<file path="src/rtl/edac_secded_decoder_pkg.sv">
// rtl/edac_secded_decoder_pkg.sv - SECDED code geometry helpers and decode classes
package edac_secded_decoder_pkg;

  localparam int MAX_DATA_W = 64;

  typedef enum logic [2:0] {
    CLEAN    = 3'd0,
    SBE_DATA = 3'd1,
    SBE_CHK  = 3'd2,
    SBE_PAR  = 3'd3,
    DBE      = 3'd4
  } dec_class_e;

  // True for 1, 2, 4, 8, ... (positions that hold Hamming check bits)
  function automatic bit is_pow2(input int v);
    return (v > 0) && ((v & (v - 1)) == 0);
  endfunction

  // Smallest r with 2^r >= dw + r + 1
  function automatic int ham_width(input int dw);
    int r;
    r = 0;
    for (int i = 1; i < 8; i++) begin
      if (r == 0 && (1 << i) >= dw + i + 1) r = i;
    end
    return r;
  endfunction

  // Codeword position of data bit i: non-power-of-two positions, ascending from 3
  function automatic int data_pos(input int i);
    int pos;
    int cnt;
    pos = 0;
    cnt = 0;
    for (int p = 1; p < 128; p++) begin
      if (!is_pow2(p)) begin
        if (cnt == i && pos == 0) pos = p;
        cnt++;
      end
    end
    return pos;
  endfunction

  // Data bits covered by check bit k (same map the write-side encoder uses)
  function automatic logic [MAX_DATA_W-1:0] chk_mask(input int k, input int dw);
    logic [MAX_DATA_W-1:0] m;
    int p;
    m = '0;
    for (int i = 0; i < MAX_DATA_W; i++) begin
      if (i < dw) begin
        p = data_pos(i);
        if (((p >> k) & 1) == 1) m[i] = 1'b1;
      end
    end
    return m;
  endfunction

endpackage

</file>
<file path="src/rtl/edac_secded_decoder_if.sv">
// rtl/edac_secded_decoder_if.sv - read-data in / decoded-data out bundle for the SECDED decoder
interface edac_secded_decoder_if
  import edac_secded_decoder_pkg::*;
#(
  parameter int DATA_W = 32,
  parameter int HAM_W  = ham_width(DATA_W)
);
  logic              valid_in;
  logic [DATA_W-1:0] data_in;
  logic [HAM_W:0]    chk_in;
  logic              valid_out;
  logic [DATA_W-1:0] data_out;
  logic              sbe;
  logic              dbe;
  logic [HAM_W-1:0]  syndrome;

  modport master (
    output valid_in, data_in, chk_in,
    input  valid_out, data_out, sbe, dbe, syndrome
  );

  modport slave (
    input  valid_in, data_in, chk_in,
    output valid_out, data_out, sbe, dbe, syndrome
  );
endinterface

</file>
<file path="src/rtl/edac_secded_decoder_syndrome_gen.sv">
// rtl/edac_secded_decoder_syndrome_gen.sv - combinational Hamming syndrome and overall parity
module edac_syndrome_gen
  import edac_secded_decoder_pkg::*;
#(
  parameter int DATA_W = 32,
  parameter int HAM_W  = ham_width(DATA_W)
) (
  input  logic [DATA_W-1:0] i_data,
  input  logic [HAM_W:0]    i_chk,
  output logic [HAM_W-1:0]  o_syn,
  output logic              o_par
);

  logic [HAM_W-1:0] w_calc;

  // Each recomputed check bit is an XOR tree over the data bits whose position has bit k set
  for (genvar k = 0; k < HAM_W; k++) begin : g_chk
    localparam logic [MAX_DATA_W-1:0] MASK = chk_mask(k, DATA_W);
    assign w_calc[k] = ^(i_data & MASK[DATA_W-1:0]);
  end

  assign o_syn = w_calc ^ i_chk[HAM_W-1:0];
  // Overall parity spans data, Hamming checks and the stored parity bit; 0 when intact
  assign o_par = ^{i_data, i_chk};

endmodule

</file>
<file path="src/rtl/edac_secded_decoder.sv">
// rtl/edac_secded_decoder.sv - 2-stage SECDED read decoder; EDAC_ERR_CNT_EN adds error counters
module edac_secded_decoder
  import edac_secded_decoder_pkg::*;
#(
  parameter int DATA_W = 32,
  parameter int CNT_W  = 16
) (
  input  logic                  i_clk,
  input  logic                  i_rst,
  input  logic                  i_clkEn,
  input  logic                  i_clr_cnt,
  edac_secded_decoder_if.slave  io,
  output logic [CNT_W-1:0]      o_sbe_cnt,
  output logic [CNT_W-1:0]      o_dbe_cnt
);

  localparam int HAM_W = ham_width(DATA_W);
  localparam int NPOS  = DATA_W + HAM_W;

  logic [HAM_W-1:0]  w_syn;
  logic              w_par;
  logic              r_s1_valid;
  logic [DATA_W-1:0] r_s1_data;
  logic [HAM_W-1:0]  r_s1_syn;
  logic              r_s1_par;
  dec_class_e        w_class;
  logic [DATA_W-1:0] w_flip;
  logic [DATA_W-1:0] w_corr;
  logic              r_valid_out;
  logic [DATA_W-1:0] r_data_out;
  logic              r_sbe;
  logic              r_dbe;
  logic [HAM_W-1:0]  r_syndrome;

  edac_syndrome_gen #(
    .DATA_W (DATA_W),
    .HAM_W  (HAM_W)
  ) u_syn (
    .i_data (io.data_in),
    .i_chk  (io.chk_in),
    .o_syn  (w_syn),
    .o_par  (w_par)
  );

  // Stage 1: capture syndrome, parity and raw word
  always_ff @(posedge i_clk) begin
    if (i_rst) begin
      r_s1_valid <= 1'b0;
      r_s1_data  <= '0;
      r_s1_syn   <= '0;
      r_s1_par   <= 1'b0;
    end else if (i_clkEn) begin
      r_s1_valid <= io.valid_in;
      r_s1_data  <= io.data_in;
      r_s1_syn   <= w_syn;
      r_s1_par   <= w_par;
    end
  end

  // Classify the error from (syndrome, parity); out-of-range syndromes are multi-bit aliases
  always_comb begin
    w_class = CLEAN;
    if (!r_s1_par) begin
      w_class = (r_s1_syn == '0) ? CLEAN : DBE;
    end else if (r_s1_syn == '0) begin
      w_class = SBE_PAR;
    end else if (is_pow2(int'(r_s1_syn))) begin
      w_class = SBE_CHK;
    end else if (int'(r_s1_syn) <= NPOS) begin
      w_class = SBE_DATA;
    end else begin
      w_class = DBE;
    end
  end

  // One-hot correction mask: the data bit whose codeword position equals the syndrome
  for (genvar i = 0; i < DATA_W; i++) begin : g_flip
    localparam int POS = data_pos(i);
    assign w_flip[i] = (r_s1_syn == HAM_W'(POS));
  end

  assign w_corr = (w_class == SBE_DATA) ? (r_s1_data ^ w_flip) : r_s1_data;

  // Stage 2: registered outputs; flags and syndrome only carry meaning with a valid word
  always_ff @(posedge i_clk) begin
    if (i_rst) begin
      r_valid_out <= 1'b0;
      r_data_out  <= '0;
      r_sbe       <= 1'b0;
      r_dbe       <= 1'b0;
      r_syndrome  <= '0;
    end else if (i_clkEn) begin
      r_valid_out <= r_s1_valid;
      r_data_out  <= w_corr;
      r_sbe       <= r_s1_valid &&
                     (w_class == SBE_DATA || w_class == SBE_CHK || w_class == SBE_PAR);
      r_dbe       <= r_s1_valid && (w_class == DBE);
      r_syndrome  <= r_s1_valid ? r_s1_syn : '0;
    end
  end

  assign io.valid_out = r_valid_out;
  assign io.data_out  = r_data_out;
  assign io.sbe       = r_sbe;
  assign io.dbe       = r_dbe;
  assign io.syndrome  = r_syndrome;

`ifdef EDAC_ERR_CNT_EN
  logic [CNT_W-1:0] r_sbe_cnt;
  logic [CNT_W-1:0] r_dbe_cnt;

  // Saturating counters of output words with errors; a clear drops a same-cycle event
  always_ff @(posedge i_clk) begin
    if (i_rst || i_clr_cnt) begin
      r_sbe_cnt <= '0;
      r_dbe_cnt <= '0;
    end else if (i_clkEn) begin
      if (r_valid_out && r_sbe && (r_sbe_cnt != '1)) r_sbe_cnt <= r_sbe_cnt + 1'b1;
      if (r_valid_out && r_dbe && (r_dbe_cnt != '1)) r_dbe_cnt <= r_dbe_cnt + 1'b1;
    end
  end

  assign o_sbe_cnt = r_sbe_cnt;
  assign o_dbe_cnt = r_dbe_cnt;
`else
  logic w_unused_clr;
  assign w_unused_clr = i_clr_cnt;
  assign o_sbe_cnt    = '0;
  assign o_dbe_cnt    = '0;
`endif

endmodule

</file>
<file path="src/flat_wrapper.sv">
// flat-port wrapper written by rule: the top's interface ports become plain ports
module edac_secded_decoder_flat import edac_secded_decoder_pkg::*;
#(
  parameter int DATA_W = 32,
  parameter int CNT_W  = 16
)
  (i_clk, i_rst, i_clkEn, i_clr_cnt, o_sbe_cnt, o_dbe_cnt, io_valid_in, io_data_in, io_chk_in, io_valid_out, io_data_out, io_sbe, io_dbe, io_syndrome);
  edac_secded_decoder_if #(.DATA_W(DATA_W), .HAM_W((6))) io_i ();
  input  logic i_clk;
  input  logic i_rst;
  input  logic i_clkEn;
  input  logic i_clr_cnt;
  output logic [CNT_W-1:0] o_sbe_cnt;
  output logic [CNT_W-1:0] o_dbe_cnt;
  input wire logic [$bits(io_i.valid_in)-1:0] io_valid_in;
  input wire logic [$bits(io_i.data_in)-1:0] io_data_in;
  input wire logic [$bits(io_i.chk_in)-1:0] io_chk_in;
  output wire logic [$bits(io_i.valid_out)-1:0] io_valid_out;
  output wire logic [$bits(io_i.data_out)-1:0] io_data_out;
  output wire logic [$bits(io_i.sbe)-1:0] io_sbe;
  output wire logic [$bits(io_i.dbe)-1:0] io_dbe;
  output wire logic [$bits(io_i.syndrome)-1:0] io_syndrome;
  assign io_i.valid_in = io_valid_in;
  assign io_i.data_in = io_data_in;
  assign io_i.chk_in = io_chk_in;
  assign io_valid_out = io_i.valid_out;
  assign io_data_out = io_i.data_out;
  assign io_sbe = io_i.sbe;
  assign io_dbe = io_i.dbe;
  assign io_syndrome = io_i.syndrome;
  edac_secded_decoder #(.DATA_W(DATA_W), .CNT_W(CNT_W)) u_core (.i_clk(i_clk), .i_rst(i_rst), .i_clkEn(i_clkEn), .i_clr_cnt(i_clr_cnt), .io(io_i), .o_sbe_cnt(o_sbe_cnt), .o_dbe_cnt(o_dbe_cnt));
endmodule
</file>
<file path="config.mk">
export PLATFORM = sky130hd
export DESIGN_NAME = edac_secded_decoder_flat
export DESIGN_NICKNAME = d
export VERILOG_FILES = /design/src/rtl/edac_secded_decoder_pkg.sv /design/src/rtl/edac_secded_decoder_if.sv /design/src/rtl/edac_secded_decoder_syndrome_gen.sv /design/src/rtl/edac_secded_decoder.sv /design/src/flat_wrapper.sv
export SDC_FILE = /design/constraint.sdc
export NUM_CORES = 1
export LEC_CHECK = 0
export ABC_CLOCK_PERIOD_IN_PS = 1600
export CAP_MARGIN = 20
export CORE_MARGIN = 8
export CORE_UTILIZATION = 44
export DETAILED_ROUTE_END_ITERATION = 10
export MAX_ROUTING_LAYER = met4
export PLACE_DENSITY_LB_ADDON = 0.2
export SLEW_MARGIN = 20
export SYNTH_ARGS = -nofsm -noshare
export SYNTH_HDL_FRONTEND = slang
export SYNTH_HIERARCHICAL = 1
export SYNTH_SLANG_ARGS = --single-unit
</file>
<file path="constraint.sdc">
create_clock -name i_clk -period 1.6 [get_ports i_clk]
set_input_delay 0.16 -clock i_clk [delete_from_list [all_inputs] [get_ports i_clk]]
set_output_delay 0.16 -clock i_clk [all_outputs]
set_load 0.01 [all_outputs]
</file>
==> impl_metrics.yaml <==
outcome:
  outcome: "complete, but fails checks"
  violations: "setup timing"
sta:
  setup-violations-final: 7
  fin_crit_sh_pct: 104
  hold_viol: 0
  slew_viol_final: 0
  slew_headroom_pct: 63.0
  holdWs_ns: 0.124
  tightest_slew_ns: 0.555
  fin_tns_setup_ns: -0.234
  rsz0062_at_grt: "true"
  setup_slack_ns: -0.0681
  fin_skew_ns: 0.0108
  fin_crit_ns: 1.67
  timing.fmax_ghz: 0.599
power_and_ir_drop:
  powerDensity_nw_per_um2: 1010
  cellLeakagePower_nw: 2.64
  ir_drop_v: 0.000561
cts:
  cts_buffers: 9
  cts_buffer_depth: 2
  cts_tree: "yes"
  h-tree-depth: 3
  cts.sinks: 81
  root_buffer: "clkbuf_8"
  clock_latency_ns: 0.35
  cts.clk_slew.worst_paths_ns: 0.09
route:
  wire_per_inst_um: 17.0
  first_pass_iters: 5
  viasPerCell: 5.14
  totalWireLength_um: 13000
  dr_total_vias: 3953
  ant_nets: 0
  drc: 0
  drtIter0Drc: 201
critical_path:
  crit_chain: "or4b_4, or3_1, a311oi_1"
  path_buf_inv: 0
  critPathArrivalTime_ns: 1.93
  crit_path_end_kind: "flop"
  required_ns: 1.86
  startpoint_type: "flop"
  cp_slowest_cell: "or4b_4"
  critical_path_class: "flop to flop"
  max_stage_delay_ns: 0.59
  critPathMaxFanout: 7
  crit_family: "simple AND/OR/NAND/NOR gates"
logic_synthesis:
  synth_top_family_by_area: "simple AND/OR/NAND/NOR gates"
  ys_ff_latch: 81
  async_flop_share_pct: 0
  synth_edf_count: 0
  synth_compound_area_share_pct: 11.6
  seq_area_frac_synth_pct: 37.0
  netlist_instances: 484
  synth_mux_area_share_pct: 9.14
  synthFlopType: "dfxtp_1"
  syn_area_per_cell_um2: 9.05
  synth_fa_ha_area_share_pct: 0
  synthSimpleGateAreaFrac_pct: 18.0
  ys_types: 38
  synthXorXnorAreaFrac_pct: 15.3
  yosysWarnings: 6
  syn-cell-area_um2: 4380
floorplanning:
  boundaryPins: 117
  fp.dieW_um: 116
  die_area_um2: 13400
  coreArea_um2: 9730
  start_util_pct: 45.0
  dieHeight_um: 116
  fp-row-count: 36
global_routing:
  antenna_found_initial: 0
  grt_pass1_vias: 3829
  grt_pass1_wl_um: 19900
  grt_max_degree: 48
  grt_usage_pct: 19.6
  overflow: 0
run:
  max-cap-violations: 0
min_path:
  hold_class: "input port to flop"
final_layout:
  mostFrequentLayoutCell: "buf_4"
  drive_gt1_share_pct: 28.8
  nets: 676
  area_delta_synth_final_pct: 47.0
  finish.utilization_pct: 66.2
  final_cell_mix: "buf_4, nor2_1, dfxtp_1"
  insertedDiodeCount: 0
placement:
  port_buffers: 83
  post-place-ws_ns: -0.650
  gp_congestion: 0.882
  dp_hpwl_um: 9440
==> routing by layer <==
metal / GRT usage (%) / part of all wire (%)
met1: 24.6 / 44
met2: 31.1 / 49
met3: 3.02 / 5.5
met4: 7.43 / 1.8
met5: - / 0
==> what timing repair did <==
item                                    in CTS  in global routing
endpoints found under the setup margin      33                 35
buffers inserted                             9                  5
hold buffers                                 0                  0
pin swaps                                   31                 27
cloned                                       0                  0
gates resized for setup                     87                 62
==> worst register-to-register path: stages (launching register included) <==
cell	delay [ns]
dfxtp_4	0.37
or4b_4	0.59
or3_1	0.37
a311oi_1	0.26
==> sequential cells by signal (all words and copies together) (netlist names) <==
name                 cells
u_core/io.data_out      32
u_core/r_s1_data        32
u_core/r_s1_valid        1
u_core/io.sbe            1
u_core/io.syndrome       6
u_core/r_s1_syn          6
u_core/io.dbe            1
u_core/io.valid_out      1
u_core/r_s1_par          1
==> cell families after synthesis <==
family                 after synthesis
AND/OR/NAND/NOR                    148
flip-flops                          81
multiplexers                        40
AO/OA/AOI/OAI                       74
XOR/XNOR                            73
buffers and inverters               67
other                                1
==> final cells by class <==
class / instances / area [um2]
multi-input cells: 367 / 2930
fillers: 769 / 3290
clock buffers: 11 / 131
well taps: 133 / 166
clock inverters: 4 / 53.8
repair buffers: 173 / 1520
flip-flops and latches: 81 / 1640
==> final timing paths <==
| check | depth (start not counted) | endpoint | start | slack [ns] |
|---|---|---|---|---|
| max | 3 | u_core/io.data_out[12]$_SDFFE_PP0P_ | u_core/r_s1_syn[2]$_SDFFE_PP0P_ | -0.07 |
| min | 2 | u_core/io.valid_out$_SDFFE_PP0P_ | i_rst | 0.12 |
| max reg2reg | 3 | u_core/io.data_out[12]$_SDFFE_PP0P_ | u_core/r_s1_syn[2]$_SDFFE_PP0P_ | -0.07 |
| min reg2reg | 2 | u_core/io.data_out[25]$_SDFFE_PP0P_ | u_core/io.data_out[25]$_SDFFE_PP0P_ | 0.49 |
==> cell usage after synthesis, drive strengths merged (7+ instances only) <==
cell	n	area share (%)
a21oi	7	0.80
o21ai	28	3.2
nor2b	7	1.0
xor2	10	2.0
mux2i	40	9.1
xnor2	61	12
or3	28	4.0
nor2	79	6.8
a311oi	31	6.2
dfxtp	81	37
clkbuf	24	2.1
buf	43	6.9
==> per-stage QoR <==
step | instance area [um2] | std cells | total power, mW
global placement | 5700 | 740 | 4.51
floorplan | 4500 | 515 | 3.70
detailed placement | 5700 | 740 | 4.56
finish | 6440 | 769 | 6.50
CTS | 6130 | 764 | 6.29
global route | 6440 | 769 | 6.84
==> where the power goes <==
part | total, mW | switching, mW | internal, mW
Clock | 1.47 | 0.750 | 0.720
Sequential | 2.41 | 0.196 | 2.21
Combinational | 2.63 | 1.18 | 1.45
Total | 6.50 | 2.13 | 4.38
No activity file was read; power rests on OpenSTA's default activity.
